--- src/rtl/instr_cache_if.sv ---
// Fetch-side (CPU <-> cache) and memory-side (cache <-> instruction memory) bundles
// for the direct-mapped instruction cache.
interface instr_fetch_if #(
  parameter int unsigned XLEN = 32
);
  logic [XLEN-1:0] pc;
  logic [XLEN-1:0] instruction;
  logic            busywait;

  modport master (output pc, input instruction, input busywait);
  modport slave  (input pc, output instruction, output busywait);
endinterface

interface instr_mem_if #(
  parameter int unsigned BADDR_W = 6,
  parameter int unsigned LINE_W  = 128
);
  logic               read;
  logic [BADDR_W-1:0] address;
  logic [LINE_W-1:0]  readdata;
  logic               busywait;

  modport master (output read, output address, input readdata, input busywait);
  modport slave  (input read, input address, output readdata, output busywait);
endinterface

--- src/rtl/instr_cache.sv ---
// Direct-mapped read-only instruction cache: combinational hit path, whole-line
// refill from a block-wide memory on a miss, CPU stalled via busywait meanwhile.
module instr_cache #(
  parameter int unsigned BLOCKS    = 8,
  parameter int unsigned WORDS     = 4,
  parameter int unsigned ADDR_BITS = 10
) (
  input  logic clk,
  input  logic rst_n,
  instr_fetch_if.slave fetch_if,
  instr_mem_if.master  mem_if
);

  localparam int unsigned IDX_W   = $clog2(BLOCKS);
  localparam int unsigned OFF_W   = $clog2(WORDS);
  localparam int unsigned BADDR_W = ADDR_BITS - OFF_W - 2;
  localparam int unsigned TAG_W   = BADDR_W - IDX_W;
  localparam int unsigned IDX_LSB = OFF_W + 2;

  typedef enum logic [1:0] {IDLE, FETCH, UPDATE} state_e;

  state_e               state_q, state_d;
  logic                 mem_read_q, mem_read_d;
  logic [BADDR_W-1:0]   mem_addr_q, mem_addr_d;
  logic [BLOCKS-1:0]    valid_q;
  logic [TAG_W-1:0]     tag_q  [BLOCKS];
  logic [WORDS-1:0][31:0] data_q [BLOCKS];

  logic [IDX_W-1:0]     pc_idx;
  logic [TAG_W-1:0]     pc_tag;
  logic [OFF_W-1:0]     pc_off;
  logic [BADDR_W-1:0]   pc_baddr;
  logic [IDX_W-1:0]     fill_idx;
  logic [TAG_W-1:0]     fill_tag;
  logic                 hit_c;
  logic                 fill_we_c;
  logic                 unused_pc_bits;

  assign pc_baddr = fetch_if.pc[ADDR_BITS-1:IDX_LSB];
  assign pc_idx   = pc_baddr[IDX_W-1:0];
  assign pc_tag   = pc_baddr[BADDR_W-1:IDX_W];
  assign pc_off   = fetch_if.pc[IDX_LSB-1:2];
  assign unused_pc_bits = ^{fetch_if.pc[31:ADDR_BITS], fetch_if.pc[1:0]};

  // The latched block address already holds the fill index and tag.
  assign fill_idx = mem_addr_q[IDX_W-1:0];
  assign fill_tag = mem_addr_q[BADDR_W-1:IDX_W];

  assign hit_c = valid_q[pc_idx] && (tag_q[pc_idx] == pc_tag);

  // Fetch outputs are combinational and forced low while reset is asserted.
  assign fetch_if.busywait    = rst_n && ((state_q != IDLE) || !hit_c);
  assign fetch_if.instruction = rst_n ? data_q[pc_idx][pc_off] : 32'(0);

  assign mem_if.read    = mem_read_q;
  assign mem_if.address = mem_addr_q;

  always_ff @(posedge clk or negedge rst_n) begin
    if (!rst_n) begin
      state_q    <= IDLE;
      mem_read_q <= 1'b0;
      mem_addr_q <= '0;
    end else begin
      state_q    <= state_d;
      mem_read_q <= mem_read_d;
      mem_addr_q <= mem_addr_d;
    end
  end

  always_comb begin
    state_d    = state_q;
    mem_read_d = mem_read_q;
    mem_addr_d = mem_addr_q;
    fill_we_c  = 1'b0;
    case (state_q)
      IDLE: begin
        if (!hit_c) begin
          state_d    = FETCH;
          mem_read_d = 1'b1;
          mem_addr_d = pc_baddr;
        end
      end
      FETCH: begin
        if (!mem_if.busywait) begin
          fill_we_c  = 1'b1;
          mem_read_d = 1'b0;
          state_d    = UPDATE;
        end
      end
      UPDATE: state_d = IDLE;
      default: state_d = IDLE;
    endcase
  end

  // Only valid bits need reset; a reset mid-fill leaves the line invalid.
  always_ff @(posedge clk or negedge rst_n) begin
    if (!rst_n) begin
      valid_q <= '0;
    end else if (fill_we_c) begin
      valid_q[fill_idx] <= 1'b1;
    end
  end

  always_ff @(posedge clk) begin
    if (fill_we_c) begin
      data_q[fill_idx] <= mem_if.readdata;
      tag_q[fill_idx]  <= fill_tag;
    end
  end

endmodule

--- src/flat_wrapper.sv ---
// flat-port wrapper written by rule: the top's interface ports become plain ports
module instr_cache_flat 
#(
  parameter int unsigned BLOCKS    = 8,
  parameter int unsigned WORDS     = 4,
  parameter int unsigned ADDR_BITS = 10
)
  (clk, rst_n, fetch_if_pc, fetch_if_instruction, fetch_if_busywait, mem_if_read, mem_if_address, mem_if_readdata, mem_if_busywait);
  instr_fetch_if fetch_if_i ();
  instr_mem_if mem_if_i ();
  input  logic clk;
  input  logic rst_n;
  input wire logic [$bits(fetch_if_i.pc)-1:0] fetch_if_pc;
  output wire logic [$bits(fetch_if_i.instruction)-1:0] fetch_if_instruction;
  output wire logic [$bits(fetch_if_i.busywait)-1:0] fetch_if_busywait;
  output wire logic [$bits(mem_if_i.read)-1:0] mem_if_read;
  output wire logic [$bits(mem_if_i.address)-1:0] mem_if_address;
  input wire logic [$bits(mem_if_i.readdata)-1:0] mem_if_readdata;
  input wire logic [$bits(mem_if_i.busywait)-1:0] mem_if_busywait;
  assign fetch_if_i.pc = fetch_if_pc;
  assign fetch_if_instruction = fetch_if_i.instruction;
  assign fetch_if_busywait = fetch_if_i.busywait;
  assign mem_if_read = mem_if_i.read;
  assign mem_if_address = mem_if_i.address;
  assign mem_if_i.readdata = mem_if_readdata;
  assign mem_if_i.busywait = mem_if_busywait;
  instr_cache #(.BLOCKS(BLOCKS), .WORDS(WORDS), .ADDR_BITS(ADDR_BITS)) u_core (.clk(clk), .rst_n(rst_n), .fetch_if(fetch_if_i), .mem_if(mem_if_i));
endmodule
--- config.mk ---
export PLATFORM = sky130hd
export DESIGN_NAME = instr_cache_flat
export DESIGN_NICKNAME = d
export VERILOG_FILES = /design/src/rtl/instr_cache_if.sv /design/src/rtl/instr_cache.sv /design/src/flat_wrapper.sv
export SDC_FILE = /design/constraint.sdc
export NUM_CORES = 1
export LEC_CHECK = 0
export BUFFER_PORTS_ARGS = -buffer_cell sky130_fd_sc_hd__buf_2
export CORE_MARGIN = 3
export CORE_UTILIZATION = 45
export CTS_CLUSTER_SIZE = 14
export DETAILED_ROUTE_END_ITERATION = 12
export HOLD_SLACK_MARGIN = 0.08
export PLACE_DENSITY_LB_ADDON = 0.3
export SYNTH_ARGS = -nofsm -noshare
export SYNTH_HDL_FRONTEND = slang
export SYNTH_SLANG_ARGS = --single-unit
--- constraint.sdc ---
create_clock -name clk -period 10.9 [get_ports clk]
set_input_delay 0 -clock clk [delete_from_list [all_inputs] [get_ports clk]]
set_output_delay 0 -clock clk [all_outputs]
set_load 0.005 [all_outputs]
## Word level (Yosys, flattened, before mapping)

Memory sizes are Yosys's and may differ from the RTL's.
Index checks and enable logic that the tools add are counted.

- Bits in registers: 17
- Bits in writable memories: 1,048
- Bits of input ports: 163
- Output and inout bits: 40
- Logic and storage cells: 44
- Memories kept: 2

- Magnitude comparators: 4
- Equality and inequality tests: 4
- Muxes and demuxes: 17
- Bitwise operators: 2
- Reductions and logical operators: 11

Memory list:

| memory | depth | bits a word | read ports | clocked after memory_dff | write ports | line | source |
|---|---|---|---|---|---|---|---|
| u_core.data_q | 8 | 128 | 1 | 0 | 1 | instr_cache.sv:27 | `logic [WORDS-1:0][31:0] data_q [BLOCKS];` |
| u_core.tag_q | 8 | 3 | 1 | 0 | 1 | instr_cache.sv:26 | `logic [TAG_W-1:0] tag_q [BLOCKS];` |

Operator list:

| cell | count |
|---|---|
| binary-select mux 32 bit (select 2 bit) | 1 |
| 2-to-1 mux 32 bit | 2 |
| < comparator 3 x 4 -> 1 bit, second input constant | 2 |
| 2-to-1 mux 1 bit | 8 |
| bitwise OR 8 bit | 1 |
| 2-to-1 mux 2 bit | 2 |
| != test 2 bit, second input constant | 2 |
| one-hot mux 2 bit (2 select lines) | 1 |
| AND reduction 2 bit | 2 |
| nonzero test 2 bit | 2 |
| binary-select mux 1 bit (select 3 bit) | 1 |
| demux 1 bit (select 3 bit) | 1 |
| equality test 3 bit | 1 |
| >= comparator 3 x 1 -> 1 bit, second input constant | 1 |
| logical AND 1 bit | 3 |
| < comparator 2 x 3 -> 1 bit, second input constant | 1 |
| AND reduction 3 bit | 1 |
| equality test 2 x 1 -> 1 bit, second input constant | 1 |
| zero test 2 bit | 1 |
| one-hot mux 1 bit (2 select lines) | 1 |
| zero test 1 bit | 1 |
| logical OR 1 bit | 1 |
| NOT 1 bit | 1 |

## Longest topological paths before layout

- Depth after elaboration: 6
- Gate-level depth with buffers: 8
- Depth with buffers taken out: 6

## Least setup slack after synthesis

No wires, ideal clock.

- Kind: reg2reg
- Start point: register u_core.state_q[0]
- End point: register u_core.valid_q[0]
- Library setup time: 0.122 ns
- Data arrival time: 10.555 ns
- Required time: 10.778 ns
- Setup slack: 0.223 ns
- Cell stages (with the launch flop): 6
- Buffers on the path: 0
- Period minus slack after synthesis: 10.677 ns
- Path through: dfrtp_1 inv_1 nor3_1 nand2b_1 nor3_1 or2_2

- Cells in the longest elaborated chain, start to end: 2

RTL lines:

| what | line | source |
|---|---|---|
| start, declared | instr_cache.sv:22 | `state_e state_q, state_d;` |
| start signal, assigned | instr_cache.sv:64 | `state_q <= state_d;` |
| equality test 2 x 1 -> 1 bit | instr_cache.sv:75 | `case (state_q)` |
| 2-to-1 mux 1 bit | instr_cache.sv:75 |  |
| end signal, assigned | instr_cache.sv:98 | `valid_q <= '0;` |
| end signal, assigned by index | instr_cache.sv:100 | `valid_q[fill_idx] <= 1'b1;` |
| end, declared | instr_cache.sv:25 | `logic [BLOCKS-1:0] valid_q;` |

Every way passes these cells.
A chain may end at the register's enable or synchronous reset.

## Worst setup path after layout

- Start point: input port mem_if_busywait
- End point: memory u_core.data_q[0][45] (netlist name), enable pin

- Cells in the longest elaborated chain, start to end: 4

RTL lines:

| what | line | source |
|---|---|---|
| start, declared | flat_wrapper.sv:19 | `input wire logic [$bits(mem_if_i.busywait)-1:0] mem_if_busywait;` |
| 2-to-1 mux 1 bit | instr_cache.sv:84 | `if (!mem_if.busywait) begin` |
| 2-to-1 mux 1 bit | instr_cache.sv:75 |  |
| 2-to-1 mux 1 bit | instr_cache.sv:105 | `if (fill_we_c) begin` |
| 2-to-1 mux 1 bit (not written as such) | instr_cache.sv:106 | `data_q[fill_idx] <= mem_if.readdata;` |
| end, declared | instr_cache.sv:27 |  |

Every way passes these cells.

==> run metrics <==
count of cells along the worst hold path 2; top cells by count, synth sky130_fd_sc_hd__edfxtp_1 (1048), sky130_fd_sc_hd__mux4_2 (326), sky130_fd_sc_hd__mux2i_1 (35); TritonCTS clock tree yes; maximum frequency from static timing analysis between 0.2 and 0.25 GHz; most frequently used cell type in the post-synthesis netlist sky130_fd_sc_hd__edfxtp_1; post-synthesis sequential element count 1065; hold path startpoint mem_if_readdata[58]; reported leakage power about 15 nW; data arrival time of the worst path 4410 ps; worst-case hold slack between 100 and 150 ps; die width 306 um; area occupied by multi-input gates 0.00829 mm^2; via count 18036; post-synthesis cell area slightly above 0.04 mm^2; largest cells by area after synthesis sky130_fd_sc_hd__edfxtp_1 (78%), sky130_fd_sc_hd__mux4_2 (18%), sky130_fd_sc_hd__dfrtp_1 (1.1%); Clock Tree Buf Depth 3; Slew Limit Fails 0; crit path max-delay cell type sky130_fd_sc_hd__buf_4; final clock skew between 20 and 25 ps; power density over the cells 198 mW/mm^2; Worst Hold End u_core.data_q[2][58]; Final Hold Violating Endpoints 0; height of the die roughly 310 um; critical path required time 11210 ps; global-route wire length before repair between 100000 and 150000 um; total of buffers placed on input and output ports between 150 and 200; top cell type by total area after synthesis sky130_fd_sc_hd__edfxtp_1; worst-skew pair later-pin latency 670 ps; I/O pin total about 200; critical path class primary input to flip-flop; First DRT Iteration DRCs 1521; CTS hold repair buffers roughly 140; placeable core region between 0.08 and 0.09 mm^2; filler instances 6599; Post-synth ARST share 1.60%; startpoint class of the critical path primary input; final setup TNS 0 ps; detailed-route DRC error count 0; post-synth top area share 77.7%; worst slew slack as a fraction of its limit a little under a quarter; Final Routed Wirelength ~86000 um; synthesized area per cell 25.5 um^2; clk sink count 1065; cell breakdown of the critical path dlygate4sd3_1 > buf_2 > dlygate4sd3_1 > nor3_1 > nand2b_1 > nor3_2 > buf_4 > buf_4 > buf_4; setup repair after global routing missed its margin false; Worst R2R Start u_core.state_q[0]; critical path's top delay family buffers and inverters; endpoint of the most critical register-to-register path u_core.data_q[0][45]; sequential share of the synthesized area 78.8%; First-pass DRT Iterations 5; GR Util All Layers 18.6%; setup repair bufs after CTS 0; average wire per standard cell around 27 um; Core Rows 109; final critical delay including setup and external delays approximately 4000 ps; die footprint a little over 0.09 mm^2; footprint of the flip-flops and latches approximately 0.032 mm^2; pin count of the biggest net entering global routing roughly 140; outcome completed; most instantiated flip-flop cell in the synthesis netlist sky130_fd_sc_hd__edfxtp_1; Initial Utilization 45.6%; Post-synth EDFFs 1048; vias per cell between 5 and 6; Resize count post-CTS 0; Design Power 0.00945 W; pre-CTS setup slack a little under 7000 ps; root buffer cell sky130_fd_sc_hd__clkbuf_16; remaining number of nets flagged by the antenna check after routing 0; fraction of final layout cells with drive strength greater than 1 34.9%; register clock-pin slew on the reported worst setup and hold paths 60 ps; H-Tree Level Count 3; routability congestion estimate from global placement just over 0.7; final setup violating endpoints 0; period utilization between 30 and 40%; post-synthesis net count ~1800; Crit path buffers/inverters 6; internal reg-to-reg setup slack approximately 6800 ps; delay of the slowest cell on the worst path ~900 ps; sum of net half-perimeters after detailed placement 43500 um; endpoint kind of the worst setup timing path flip-flop; least setup slack across all paths after layout between 6000 and 7000 ps; count of max-cap constraint violations 0; number of buffers inserted during clock tree synthesis roughly 110; via count of the first global-routing pass 19859; FF-to-FF path depth 7; Area Growth Syn to Fin 17.9%; Synth Instances ~1600; number of unique standard cell types used by synthesis 28; number of antenna violations at the first check in global routing 9; highest fanout seen on the critical path 59; total gr overflow 0; Max IR drop VDD ~230 uV; Worst-Margin Slew 1140 ps; total number of nets in the final design between 2000 and 2500; warning count from the yosys run 0; Worst path most repeated cell sky130_fd_sc_hd__buf_4; class of the tightest hold or removal check primary input to flip-flop
where the power goes:
part / total, W / switching (W) / internal, W
sequential: 0.00496 / 0.0000853 / 0.00487
clock: 0.00363 / 0.00149 / 0.00214
combinational: 0.000862 / 0.000510 / 0.000353
total: 0.00945 / 0.00209 / 0.00736
layer usage:
| metal | up-vias | track usage [%] | wire, um |
|---|---|---|---|
| li1 | 7658 | - | - |
| met1 | 9745 | 24.8 | 34700 |
| met2 | 510 | 31.6 | 43900 |
| met3 | 119 | 3.85 | 5090 |
| met4 | 4 | 4.96 | 1830 |
| met5 | - | 0 | 24 |
final cells by class:
type	instances	share of cell area, %
clock inverters	64	1.36
clock buffers	130	5.97
well taps	1165	3.05
multi-input cells	442	17.4
diodes	9	0.0472
repair buffers	336	5.34
flip-flops and latches	1065	66.8
inverters	2	0.0157
worst max path at each step:
stage,cells after the start,startpoint,slack (ps),end
6_report,9,mem_if_busywait,6790,u_core.data_q[0][45]
2_1_floorplan,5,u_core.state_q[0],220,u_core.valid_q[0]
5_1_grt,9,mem_if_busywait,6480,u_core.data_q[0][13]
4_1_cts,7,u_core.state_q[0],6750,u_core.data_q[0][66]
3_5_place_dp,7,u_core.state_q[0],6780,u_core.data_q[0][17]
3_3_place_gp,7,u_core.state_q[0],6810,u_core.data_q[0][49]
per-stage QoR:
| step | utilization (%) | cells | instance area, um^2 |
|---|---|---|---|
| 2_1_floorplan | - | 1590 | 40500 |
| 3_3_place_gp | 48.2 | 2873 | 42800 |
| 3_5_place_dp | 48.2 | 2873 | 42800 |
| 4_1_cts | 53.7 | 3204 | 47700 |
| 5_1_grt | 53.7 | 3206 | 47700 |
| 6_report | 53.7 | 3213 | 47700 |
cell usage in the layout, fill, tap and decap left out, types with 12 or more instances in the layout:
cell type / netlist / layout
sky130_fd_sc_hd__buf_4: 0 / 14
sky130_fd_sc_hd__clkbuf_1: 30 / 17
sky130_fd_sc_hd__bufinv_16: 0 / 12
sky130_fd_sc_hd__nor2b_1: 33 / 33
sky130_fd_sc_hd__dfrtp_1: 17 / 17
sky130_fd_sc_hd__clkinv_1: 0 / 16
sky130_fd_sc_hd__edfxtp_1: 1048 / 1048
sky130_fd_sc_hd__buf_2: 19 / 174
sky130_fd_sc_hd__clkbuf_16: 0 / 109
sky130_fd_sc_hd__clkinv_2: 0 / 29
sky130_fd_sc_hd__mux4_2: 326 / 326
sky130_fd_sc_hd__dlygate4sd3_1: 0 / 137
sky130_fd_sc_hd__mux2i_1: 35 / 35
cell families (layout without fill, tap and decap cells):
group / count (synthesis) / in the layout / synth area share (%)
DFF: 1065 / 1065 / 78.8
muxes: 370 / 370 / 19.3
buffers and inverters: 83 / 532 / 0.847
and+or+nand+nor: 63 / 63 / 0.896
AOI/OAI and AO/OA: 7 / 7 / 0.158
xor gates and xnor gates: 2 / 2 / 0.0433
other: 0 / 9 / 0
flip-flops by register name, indices dropped and copies added (netlist names):
name                   flops
u_core.data_q           1024
u_core.state_q             2
u_core.tag_q              24
u_core.mem_if.address      6
u_core.mem_if.read         1
u_core.valid_q             8
Power figures use the tool's default switching activity.
